<file path="config.mk">
export PLATFORM = sky130hd
export DESIGN_NAME = ks_decomp_seq_flat
export DESIGN_NICKNAME = d
export VERILOG_FILES = /design/src/rtl/tfhe_param_pkg.sv /design/src/rtl/ks_decomp_seq_pkg.sv /design/src/rtl/ks_decomp_seq_if.sv /design/src/rtl/ks_decomp_digit.sv /design/src/rtl/ks_decomp_seq.sv /design/src/flat_wrapper.sv
export SDC_FILE = /design/constraint.sdc
export NUM_CORES = 1
export LEC_CHECK = 0
export ABC_AREA = 1
export CORE_MARGIN = 2
export CORE_UTILIZATION = 43
export DETAILED_ROUTE_END_ITERATION = 7
export PLACE_DENSITY = 0.85
export SKIP_CTS_REPAIR_TIMING = 1
export SLEW_MARGIN = 20
export SYNTH_ARGS = -nofsm -noshare
export SYNTH_HDL_FRONTEND = slang
export SYNTH_HIERARCHICAL = 1
export SYNTH_SLANG_ARGS = --single-unit
</file>
<file path="constraint.sdc">
create_clock -name clk -period 2.5 [get_ports clk]
set_clock_uncertainty 0.2 [all_clocks]
set_input_delay 0.5 -clock clk [delete_from_list [all_inputs] [get_ports clk]]
set_output_delay 0.5 -clock clk [all_outputs]
set_load 0.01 [all_outputs]
</file>
<file path="src/rtl/tfhe_param_pkg.sv">
// ----------------------------------------------------------------------------
// tfhe_param_pkg
// Global TFHE parameter set shared by the keyswitch datapath blocks.
// No ports; constants only.
// ----------------------------------------------------------------------------
package tfhe_param_pkg;

    localparam int MOD_Q_W = 64;
    localparam int KS_L    = 8;
    localparam int KS_B_W  = 2;
    localparam int GLWE_K  = 1;
    localparam int POLY_N  = 2048;

endpackage

</file>
<file path="src/rtl/ks_decomp_seq_pkg.sv">
// ----------------------------------------------------------------------------
// ks_decomp_seq_pkg
// Types, derived widths and the balanced-digit helper for the keyswitch
// input-decomposition stage.
// No ports; constants, typedefs and one function.
// ----------------------------------------------------------------------------
package ks_decomp_seq_pkg;

    import tfhe_param_pkg::*;

    localparam int KS_DECOMP_W = KS_L * KS_B_W;
    localparam int ROUND_BIT   = MOD_Q_W - KS_DECOMP_W - 1;
    localparam int IN_COEF_NB  = GLWE_K * POLY_N;
    localparam int LVL_W       = $clog2(KS_L);
    localparam int COEF_W      = $clog2(IN_COEF_NB);

    localparam logic [KS_B_W:0] HALF_B = (KS_B_W + 1)'(1 << (KS_B_W - 1));
    localparam logic [KS_B_W:0] FULL_B = (KS_B_W + 1)'(1 << KS_B_W);

    typedef logic signed [KS_B_W:0] digit_t;
    typedef logic [KS_B_W-1:0]      chunk_t;

    typedef enum logic {
        IDLE = 1'b0,
        EMIT = 1'b1
    } state_t;

    typedef struct packed {
        digit_t digit;
        logic   carry;
    } digit_res_t;

    // Balanced digit: d = chunk + carry lies in 0..B. Values at or above B/2
    // are folded to d-B with a carry into the next, more significant level.
    function automatic digit_res_t balanced_digit(input chunk_t chunk, input logic carry_in);
        logic [KS_B_W:0] d;
        digit_res_t      res;
        d = {1'b0, chunk} + {{KS_B_W{1'b0}}, carry_in};
        if (d >= HALF_B) begin
            res.digit = $signed(d - FULL_B);
            res.carry = 1'b1;
        end else begin
            res.digit = $signed(d);
            res.carry = 1'b0;
        end
        return res;
    endfunction

endpackage

</file>
<file path="src/rtl/ks_decomp_seq_if.sv">
// ----------------------------------------------------------------------------
// ks_decomp_seq_if
// Input coefficient stream and output digit stream of the decomposition stage.
//   in_data/in_vld/in_rdy      : mask coefficient handshake
//   out_digit/out_lvl/out_coef : tagged balanced digit
//   out_last_lvl/out_last_coef : end-of-coefficient / end-of-ciphertext flags
//   out_vld/out_rdy            : digit handshake
// slave  : view of the decomposition block
// master : view of the surrounding logic (or a testbench)
// ----------------------------------------------------------------------------
interface ks_decomp_seq_if
    import tfhe_param_pkg::*, ks_decomp_seq_pkg::*;
();

    logic [MOD_Q_W-1:0] in_data;
    logic               in_vld;
    logic               in_rdy;
    digit_t             out_digit;
    logic [LVL_W-1:0]   out_lvl;
    logic [COEF_W-1:0]  out_coef;
    logic               out_last_lvl;
    logic               out_last_coef;
    logic               out_vld;
    logic               out_rdy;

    modport slave (
        input  in_data, in_vld, out_rdy,
        output in_rdy, out_digit, out_lvl, out_coef,
               out_last_lvl, out_last_coef, out_vld
    );

    modport master (
        output in_data, in_vld, out_rdy,
        input  in_rdy, out_digit, out_lvl, out_coef,
               out_last_lvl, out_last_coef, out_vld
    );

endinterface

</file>
<file path="src/rtl/ks_decomp_digit.sv">
// ----------------------------------------------------------------------------
// ks_decomp_digit
// Combinational single-level balanced digit generator.
//   chunk     in  KS_B_W   base-B chunk of the rounded coefficient
//   carry_in  in  1        carry from the less significant level
//   digit     out KS_B_W+1 signed digit in [-B/2, B/2-1]
//   carry_out out 1        carry into the more significant level
// ----------------------------------------------------------------------------
module ks_decomp_digit
    import tfhe_param_pkg::*, ks_decomp_seq_pkg::*;
(
    input  chunk_t chunk,
    input  logic   carry_in,
    output digit_t digit,
    output logic   carry_out
);

    digit_res_t res;

    always_comb begin
        res = balanced_digit(chunk, carry_in);
    end

    assign digit     = res.digit;
    assign carry_out = res.carry;

endmodule

</file>
<file path="src/rtl/ks_decomp_seq.sv">
// ----------------------------------------------------------------------------
// ks_decomp_seq
// Keyswitch input decomposition. Each accepted 64-bit mask coefficient is
// rounded to its KS_L*KS_B_W MSBs and emitted as KS_L balanced signed digits,
// least significant level first (out_lvl KS_L-1 down to 0), one per cycle,
// with back-to-back coefficients when the producer keeps in_vld high.
//   clk      in  clock
//   a_rst_n  in  asynchronous active-low reset
//   bus      ks_decomp_seq_if.slave, input and output streams
// ----------------------------------------------------------------------------
module ks_decomp_seq
    import tfhe_param_pkg::*, ks_decomp_seq_pkg::*;
(
    input logic            clk,
    input logic            a_rst_n,
    ks_decomp_seq_if.slave bus
);

    localparam logic [COEF_W-1:0] COEF_MAX  = COEF_W'(IN_COEF_NB - 1);
    localparam logic [LVL_W-1:0]  LVL_FIRST = LVL_W'(KS_L - 1);
    localparam logic [LVL_W-1:0]  LVL_ONE   = LVL_W'(1);

    state_t                  state;
    logic [KS_DECOMP_W-1:0]  shreg;
    logic                    carry;
    digit_t                  digit_q;
    logic [LVL_W-1:0]        lvl_q;
    logic [COEF_W-1:0]       coef_q;
    logic                    last_lvl_q;
    logic                    vld_q;

    logic [KS_DECOMP_W-1:0]  rounded;
    logic                    last_hs;
    logic                    in_rdy;
    logic                    accept;
    logic                    advance;
    chunk_t                  chunk_sel;
    logic                    carry_sel;
    digit_t                  dig;
    logic                    cout;
    logic                    unused_low;

    // Round to nearest on the retained MSBs; the addition wraps so an all-ones
    // top field with the round bit set becomes zero.
    assign rounded = bus.in_data[MOD_Q_W-1 -: KS_DECOMP_W]
                   + KS_DECOMP_W'(bus.in_data[ROUND_BIT]);

    assign unused_low = ^bus.in_data[ROUND_BIT-1:0];

    // The last digit handing off frees the block in the same cycle, which is
    // what lets the next coefficient load with no bubble.
    assign last_hs = (state == EMIT) && last_lvl_q && bus.out_rdy;
    assign in_rdy  = (state == IDLE) || last_hs;
    assign accept  = bus.in_vld && in_rdy;
    assign advance = (state == EMIT) && bus.out_rdy && !last_lvl_q;

    // A newly accepted coefficient feeds its lowest chunk straight from the
    // rounder with a cleared carry; otherwise the shift register supplies it.
    assign chunk_sel = accept ? rounded[KS_B_W-1:0] : shreg[KS_B_W-1:0];
    assign carry_sel = accept ? 1'b0 : carry;

    ks_decomp_digit u_digit (
        .chunk     (chunk_sel),
        .carry_in  (carry_sel),
        .digit     (dig),
        .carry_out (cout)
    );

    // Sequencer: load on accept, shift one level per output handshake, and
    // drop back to IDLE after the level-0 digit if nothing is waiting.
    always_ff @(posedge clk or negedge a_rst_n) begin
        if (!a_rst_n) begin
            state      <= IDLE;
            shreg      <= '0;
            carry      <= 1'b0;
            digit_q    <= '0;
            lvl_q      <= '0;
            last_lvl_q <= 1'b0;
            vld_q      <= 1'b0;
        end else if (accept) begin
            state      <= EMIT;
            shreg      <= rounded >> KS_B_W;
            carry      <= cout;
            digit_q    <= dig;
            lvl_q      <= LVL_FIRST;
            last_lvl_q <= (KS_L == 1);
            vld_q      <= 1'b1;
        end else if (advance) begin
            shreg      <= shreg >> KS_B_W;
            carry      <= cout;
            digit_q    <= dig;
            lvl_q      <= lvl_q - LVL_ONE;
            last_lvl_q <= (lvl_q == LVL_ONE);
        end else if (last_hs) begin
            state      <= IDLE;
            vld_q      <= 1'b0;
        end
    end

    // Coefficient index advances once per completed coefficient.
    always_ff @(posedge clk or negedge a_rst_n) begin
        if (!a_rst_n) begin
            coef_q <= '0;
        end else if (last_hs) begin
            coef_q <= (coef_q == COEF_MAX) ? '0 : coef_q + COEF_W'(1);
        end
    end

    assign bus.in_rdy        = in_rdy;
    assign bus.out_vld       = vld_q;
    assign bus.out_digit     = digit_q;
    assign bus.out_lvl       = lvl_q;
    assign bus.out_coef      = coef_q;
    assign bus.out_last_lvl  = last_lvl_q;
    assign bus.out_last_coef = last_lvl_q && (coef_q == COEF_MAX);

endmodule

</file>
<file path="src/flat_wrapper.sv">
// flat-port wrapper written by rule: the top's interface ports become plain ports
module ks_decomp_seq_flat import tfhe_param_pkg::*, ks_decomp_seq_pkg::*;
  (clk, a_rst_n, bus_in_data, bus_in_vld, bus_out_rdy, bus_in_rdy, bus_out_digit, bus_out_lvl, bus_out_coef, bus_out_last_lvl, bus_out_last_coef, bus_out_vld);
  ks_decomp_seq_if bus_i ();
  input logic clk;
  input logic a_rst_n;
  input wire logic [$bits(bus_i.in_data)-1:0] bus_in_data;
  input wire logic [$bits(bus_i.in_vld)-1:0] bus_in_vld;
  input wire logic [$bits(bus_i.out_rdy)-1:0] bus_out_rdy;
  output wire logic [$bits(bus_i.in_rdy)-1:0] bus_in_rdy;
  output wire logic [$bits(bus_i.out_digit)-1:0] bus_out_digit;
  output wire logic [$bits(bus_i.out_lvl)-1:0] bus_out_lvl;
  output wire logic [$bits(bus_i.out_coef)-1:0] bus_out_coef;
  output wire logic [$bits(bus_i.out_last_lvl)-1:0] bus_out_last_lvl;
  output wire logic [$bits(bus_i.out_last_coef)-1:0] bus_out_last_coef;
  output wire logic [$bits(bus_i.out_vld)-1:0] bus_out_vld;
  assign bus_i.in_data = bus_in_data;
  assign bus_i.in_vld = bus_in_vld;
  assign bus_i.out_rdy = bus_out_rdy;
  assign bus_in_rdy = bus_i.in_rdy;
  assign bus_out_digit = bus_i.out_digit;
  assign bus_out_lvl = bus_i.out_lvl;
  assign bus_out_coef = bus_i.out_coef;
  assign bus_out_last_lvl = bus_i.out_last_lvl;
  assign bus_out_last_coef = bus_i.out_last_coef;
  assign bus_out_vld = bus_i.out_vld;
  ks_decomp_seq u_core (.clk(clk), .a_rst_n(a_rst_n), .bus(bus_i));
endmodule
</file>
Word-level counts from Yosys, hierarchy flattened
Cells that the tools add are included.
{"block": "word_totals", "ram_bits": 0, "word_cells": 45, "mem_bits_ro": 0, "n_memories": 0, "output_inout_bits": 21, "inputBits": 68, "latch_bits": 0, "ff_bits": 36}
{"block": "op_classes", "shifts": 0, "n_addsub": 5, "reduce_logical": 11, "div": 0, "eq_ne": 3, "magnitude_cmp": 1, "n_mux": 17, "mul": 0, "bitwise": 1}
{"op": "$mux 16", "n": 2}
{"op": "$add 16x1->16", "n": 1}
{"op": "$mux 3", "n": 4}
{"op": "$add 11x1->11 const B", "n": 1}
{"op": "$eq 11x11->1 const B", "n": 1}
{"op": "$mux 11", "n": 1}
{"op": "$mux 1", "n": 8}
{"op": "$logic_and 1x1->1", "n": 6}
{"op": "$mux 4", "n": 1}
{"op": "$reduce_bool 2->1", "n": 2}
{"op": "$add 2x1->3", "n": 1}
{"op": "$eq 3x1->1 const B", "n": 1}
{"op": "$ge 3x2->1 const B", "n": 1}
{"op": "$sub 3x1->3 const B", "n": 1}
{"op": "$sub 3x3->3 const B", "n": 1}
{"op": "$mux 2", "n": 1}
{"op": "$ne 2x1->1 const B", "n": 1}
{"op": "$reduce_and 2->1", "n": 1}
{"op": "$logic_not 1->1", "n": 1}
{"op": "$logic_or 1x1->1", "n": 1}
{"op": "$not 1->1", "n": 1}

Longest topological paths before layout
{"block": "depth", "ltp_word": 10, "mapped_depth": 14, "ltp_nobuf": 13}

By module
The synthesis kept the hierarchy.
{"mod": "ks_decomp_seq", "seq_area_each_um2": 850.8, "instances": 1, "area_per_inst_um2": 2092.0, "cells_per_inst": 296}
{"mod": "ks_decomp_digit", "seq_area_each_um2": 0.0, "instances": 1, "area_per_inst_um2": 43.8, "cells_per_inst": 6}

Least setup slack after synthesis
Ideal clock, no wire load.
{"block": "synth_timing", "kind": "input to register", "from": "in bus_out_rdy", "to": "reg u_core.digit_q[2], in the netlist u_core/bus.out_digit[2]", "path_slack_ns": 0.264, "path_buffers": 2, "path_stages": 13, "setup_time_ns": 0.117, "required_ns": 2.183, "t_arrival_ns": 1.920, "path_cell_list": "nand2_2 -> inv_2 -> nand2_2 -> a21oi_2 -> buf_6 -> nand2_1 -> nand2_1 -> ha_1 -> inv_1 -> ha_1 -> buf_4 -> nand2_1 -> nand2_1"}
{"block": "synth_via", "elab_chain_len": 9, "elab_cells_between_ends": 14, "classes_between": "add/sub (2); order compare (1); mux (5); reduce/logical (6)"}
{"element": "start, declared", "line": "flat_wrapper.sv:9", "source": "input wire logic [$bits(bus_i.out_rdy)-1:0] bus_out_rdy;"}
{"element": "$logic_and 1x1->1 (*)", "line": "ks_decomp_seq.sv:52", "source": "assign last_hs = (state == EMIT) && last_lvl_q && bus.out_rdy;"}
{"element": "$logic_or 1x1->1 (*)", "line": "ks_decomp_seq.sv:53", "source": "assign in_rdy = (state == IDLE) || last_hs;"}
{"element": "$logic_and 1x1->1 (*)", "line": "ks_decomp_seq.sv:54", "source": "assign accept = bus.in_vld && in_rdy;"}
{"element": "$mux 2 (*)", "line": "ks_decomp_seq.sv:59", "source": "assign chunk_sel = accept ? rounded[KS_B_W-1:0] : shreg[KS_B_W-1:0];"}
{"element": "via u_core.chunk_sel[0]", "line": "ks_decomp_seq.sv:37", "source": "chunk_t chunk_sel;"}
{"element": "$add 2x1->3 (*)", "line": "ks_decomp_seq_pkg.sv:38", "source": "d = {1'b0, chunk} + {{KS_B_W{1'b0}}, carry_in};"}
{"element": "$sub 3x3->3 / $ge 3x2->1 (equally long branches)", "line": "ks_decomp_seq_pkg.sv:40, ks_decomp_seq_pkg.sv:39"}
{"element": "$mux 4 (*)", "line": "ks_decomp_seq_pkg.sv:39", "source": "if (d >= HALF_B) begin"}
{"element": "via u_core.dig[2]", "line": "ks_decomp_seq.sv:39", "source": "digit_t dig;"}
{"element": "$mux 3", "line": "ks_decomp_seq.sv:88", "source": "end else if (advance) begin"}
{"element": "$mux 3 (*)", "line": "ks_decomp_seq.sv:80", "source": "end else if (accept) begin"}
{"element": "end signal, assigned", "line": "ks_decomp_seq.sv:84", "source": "digit_q <= dig;"}
{"element": "end signal, assigned", "line": "ks_decomp_seq.sv:91", "source": "digit_q <= dig;"}
{"element": "end, declared", "line": "ks_decomp_seq.sv:26", "source": "digit_t digit_q;"}
Mark *: on every way through the listed nets, which the timed path passes. The rest lies on a longest branch. The select of a mux whose other input is x is not followed.
A chain may end at the register's enable or synchronous reset.

Worst setup path in the final report
{"block": "layout_timing", "from": "reg u_core.coef_q[1], in the netlist u_core/bus.out_coef[1]", "to": "out bus_out_last_coef"}
{"block": "layout_via", "elab_chain_len": 2}
{"element": "start, declared", "line": "ks_decomp_seq.sv:28", "source": "logic [COEF_W-1:0] coef_q;"}
{"element": "start signal, assigned", "line": "ks_decomp_seq.sv:105", "source": "coef_q <= (coef_q == COEF_MAX) ? '0 : coef_q + COEF_W'(1);"}
{"element": "$eq 11x11->1", "line": "ks_decomp_seq.sv:115", "source": "assign bus.out_last_coef = last_lvl_q && (coef_q == COEF_MAX);"}
{"element": "$logic_and 1x1->1", "line": "ks_decomp_seq.sv:115"}
{"element": "end, declared", "line": "flat_wrapper.sv:15", "source": "output wire logic [$bits(bus_i.out_last_coef)-1:0] bus_out_last_coef;"}
No other way between the ends.

==> impl_metrics.json <==
{
  "status": "finished, final reports clean",
  "drt_iter0_drc": 88,
  "syn2layout_area_growth_pct": 29.8,
  "die_area_um2": 5550,
  "crit_type": "register to primary output",
  "cts.sinks": 34,
  "worstRegToRegCells": 11,
  "hold_path.class": "register to register",
  "overflow": 0,
  "final-hold-violation-count": 0,
  "synth_compound_area_frac": 0.0369,
  "die_y_um": 74.5,
  "crit_family": "flip-flops",
  "crit_chain": "ha_2 > nand2_1 > inv_1 > nand2_1 > nor2_1 > inv_1 > nor2_1 > dlymetal6s2s_1",
  "rrSetupSlack_ps": 570,
  "p_seq_frac": 0.382,
  "syn_nets": 377,
  "grt_max_degree": 35,
  "io_pins": 89,
  "antenna_found_initial": 0,
  "start_util": 0.449,
  "leakagePower_nw": 1.49,
  "rows": 25,
  "synth.avg_cell_area_um2": 7.07,
  "tritoncts": "built",
  "worst_r2r_endpoint": "u_core/bus.out_digit[1]",
  "grt_first_pass_wirelength_um": 7810,
  "drtPass1Iterations": 4,
  "htree_levels": 2,
  "slew_viol_final": 0,
  "port_buffers": 41,
  "vias_per_cell": 4.86,
  "swShare": 0.386,
  "root_buffer": "clkbuf_8",
  "max_stage_delay_ps": 390,
  "synth_cell_types": 26,
  "slew_headroom": 0.712,
  "num_vias": 2070,
  "path_buf_inv": 3,
  "n_fill_cell": 447,
  "rsz0062_at_grt": "no",
  "cp-start-kind": "register",
  "hold_depth": 2,
  "p_sw_uw": 923,
  "drive_gt1_frac": 0.100,
  "r2r_start": "u_core/bus.out_vld",
  "pwr-share-clk": 0.158,
  "crit_slowest_cell": "dfrtp_1",
  "ir_drop_mv": 0.322,
  "synthMuxAreaShare": 0,
  "drv_cap": 0,
  "arrival_ps": 1520,
  "clockBufferDepth": 2,
  "setup_ws_ps": 282,
  "worst_slew_pin_slew_ps": 431,
  "clock_latency_ps": 290,
  "clk_pin_slew_ps": 60,
  "fp.coreArea_um2": 4750,
  "p_per_area_nw_per_um2": 862,
  "yosys_warnings": 6,
  "synthesis.area_um2": 2140,
  "hp-start": "u_core/bus.out_digit[0]",
  "synth-simple-area-share": 0.405,
  "synth_cells": 302,
  "dp_hpwl_um": 3510,
  "cp_max_fo": 4,
  "cts-buffers-inserted": 5,
  "synth-xor-area-share": 0.0205,
  "power_mw": 2.39,
  "grt_usage": 0.181,
  "synth_top_family_by_area": "simple AND/OR/NAND/NOR gates",
  "layout.nets": 434,
  "grt_pass1_vias": 1834,
  "finalSetupViolCount": 0,
  "internal-power_mw": 1.47,
  "cp.required_ps": 1800,
  "die_w_um": 74.5,
  "antenna_left": 0,
  "routed_wl_um": 4670,
  "final_common_cell": "nand2_1",
  "antenna_cells": 0,
  "max_freq_mhz": 451,
  "wire_per_inst_um": 11.0,
  "ys_seq_elements": 34,
  "hold_end": "u_core/bus.out_digit[0]",
  "p_comb_frac": 0.461,
  "final_cell_mix": "nand2_1 (105), inv_1 (40), clkdlybuf4s50_1 (39)",
  "fin_crit_sh": 0.887,
  "drc_errors": 0,
  "synthAdderAreaFrac": 0.0410,
  "gp_congestion": 0.876,
  "dpl_worst_slack_ps": 11.7,
  "period_minus_slack_ps": 2220,
  "crit_path_end_kind": "primary output",
  "ys_seq_area_frac": 0.398
}
registers in the layout, summed over array words and instances (netlist names):
register and flops:
u_core/bus.out_digit 3, u_core/bus.out_last_lvl 1, u_core/bus.out_lvl 3, u_core/bus.out_coef 11, u_core/carry 1, u_core/shreg 14, u_core/bus.out_vld 1
worst max-delay path by stage:
stage | startpoint | end | cells after the start
floorplan | bus_out_rdy | u_core/bus.out_digit[2] | 13
global placement | bus_out_rdy | bus_in_rdy | 6
detailed placement | bus_out_rdy | bus_in_rdy | 6
CTS | u_core/bus.out_coef[1] | bus_out_last_coef | 8
global route | u_core/bus.out_coef[1] | bus_out_last_coef | 8
finish | u_core/bus.out_coef[1] | bus_out_last_coef | 8
power groups by stage:
stage               sequential, mW  clock [mW]  combinational (mW)
floorplan                    0.935           0               0.621
global placement             0.914           0                1.01
detailed placement           0.917           0                1.05
CTS                          0.912       0.387                1.06
global route                 0.941       0.408                1.25
finish                       0.912       0.377                1.10
Yosys cell counts:
cell,n,area [um2]
xor2_1,3,26.3
buf_2,1,5.00
buf_4,1,7.51
inv_1,40,150
inv_4,1,6.26
dfrtp_1,34,851
a21oi_1,3,15.0
nand3_1,35,175
nand3b_1,4,30.0
nor2_1,27,101
inv_2,2,7.51
xnor2_1,2,17.5
nor3_1,1,5.00
o21bai_1,2,15.0
and2_1,1,6.26
nand2_4,2,22.5
nand2_2,4,25.0
o21ai_0,8,40.0
nand4_1,9,56.3
nand3_2,3,30.0
or2_2,1,6.26
nand2_1,105,394
nor2_2,2,12.5
ha_1,7,87.6
buf_6,3,33.8
a21oi_2,1,8.76
logic make-up (layout without fill, tap and decap cells):
group / Yosys count / count (layout)
and+or+nand+nor: 194 / 194
buffers and inverters: 48 / 105
DFF: 34 / 34
AOI/OAI and AO/OA: 14 / 14
adders and majority gates: 7 / 7
xor gates and xnor gates: 5 / 5
per-layer routing:
layer | wire length (um) | up-vias | track usage
li1 | - | 1060 | -
met1 | 2150 | 942 | 0.230
met2 | 2240 | 62 | 0.316
met3 | 220 | 6 | 0.0325
met4 | 61 | 0 | 0.0536
met5 | 0 | - | 0
worst reg2reg max path: stages (launching register included):
cell,delay (ps)
dfrtp_1,410
nand2_2,80
inv_2,70
nand2_2,60
a21oi_2,250
nand2_1,90
nand2_1,70
ha_1,140
inv_1,40
ha_1,290
nand2_1,70
nand2_1,50
per-stage QoR:
step	cells	cell area (um2)	hold WS [ps]	util	TNS [ps]
finish	426	2770	281	0.583	0
global placement	415	2660	260	0.559	0
floorplan	302	2140	4.41	-	0
global route	426	2770	310	0.583	0
detailed placement	415	2660	266	0.559	0
CTS	422	2740	283	0.575	-120
area by class of cell:
| class | instances | area, um2 | area share |
|---|---|---|---|
| Multi-Input combinational cell | 220 | 1080 | 0.389 |
| Tap cell | 67 | 83.8 | 0.0302 |
| Sequential cell | 34 | 851 | 0.307 |
| Timing Repair Buffer | 55 | 520 | 0.188 |
| Clock buffer | 7 | 76.3 | 0.0275 |
| Inverter | 43 | 164 | 0.0591 |
Power figures use the tool's default switching activity.
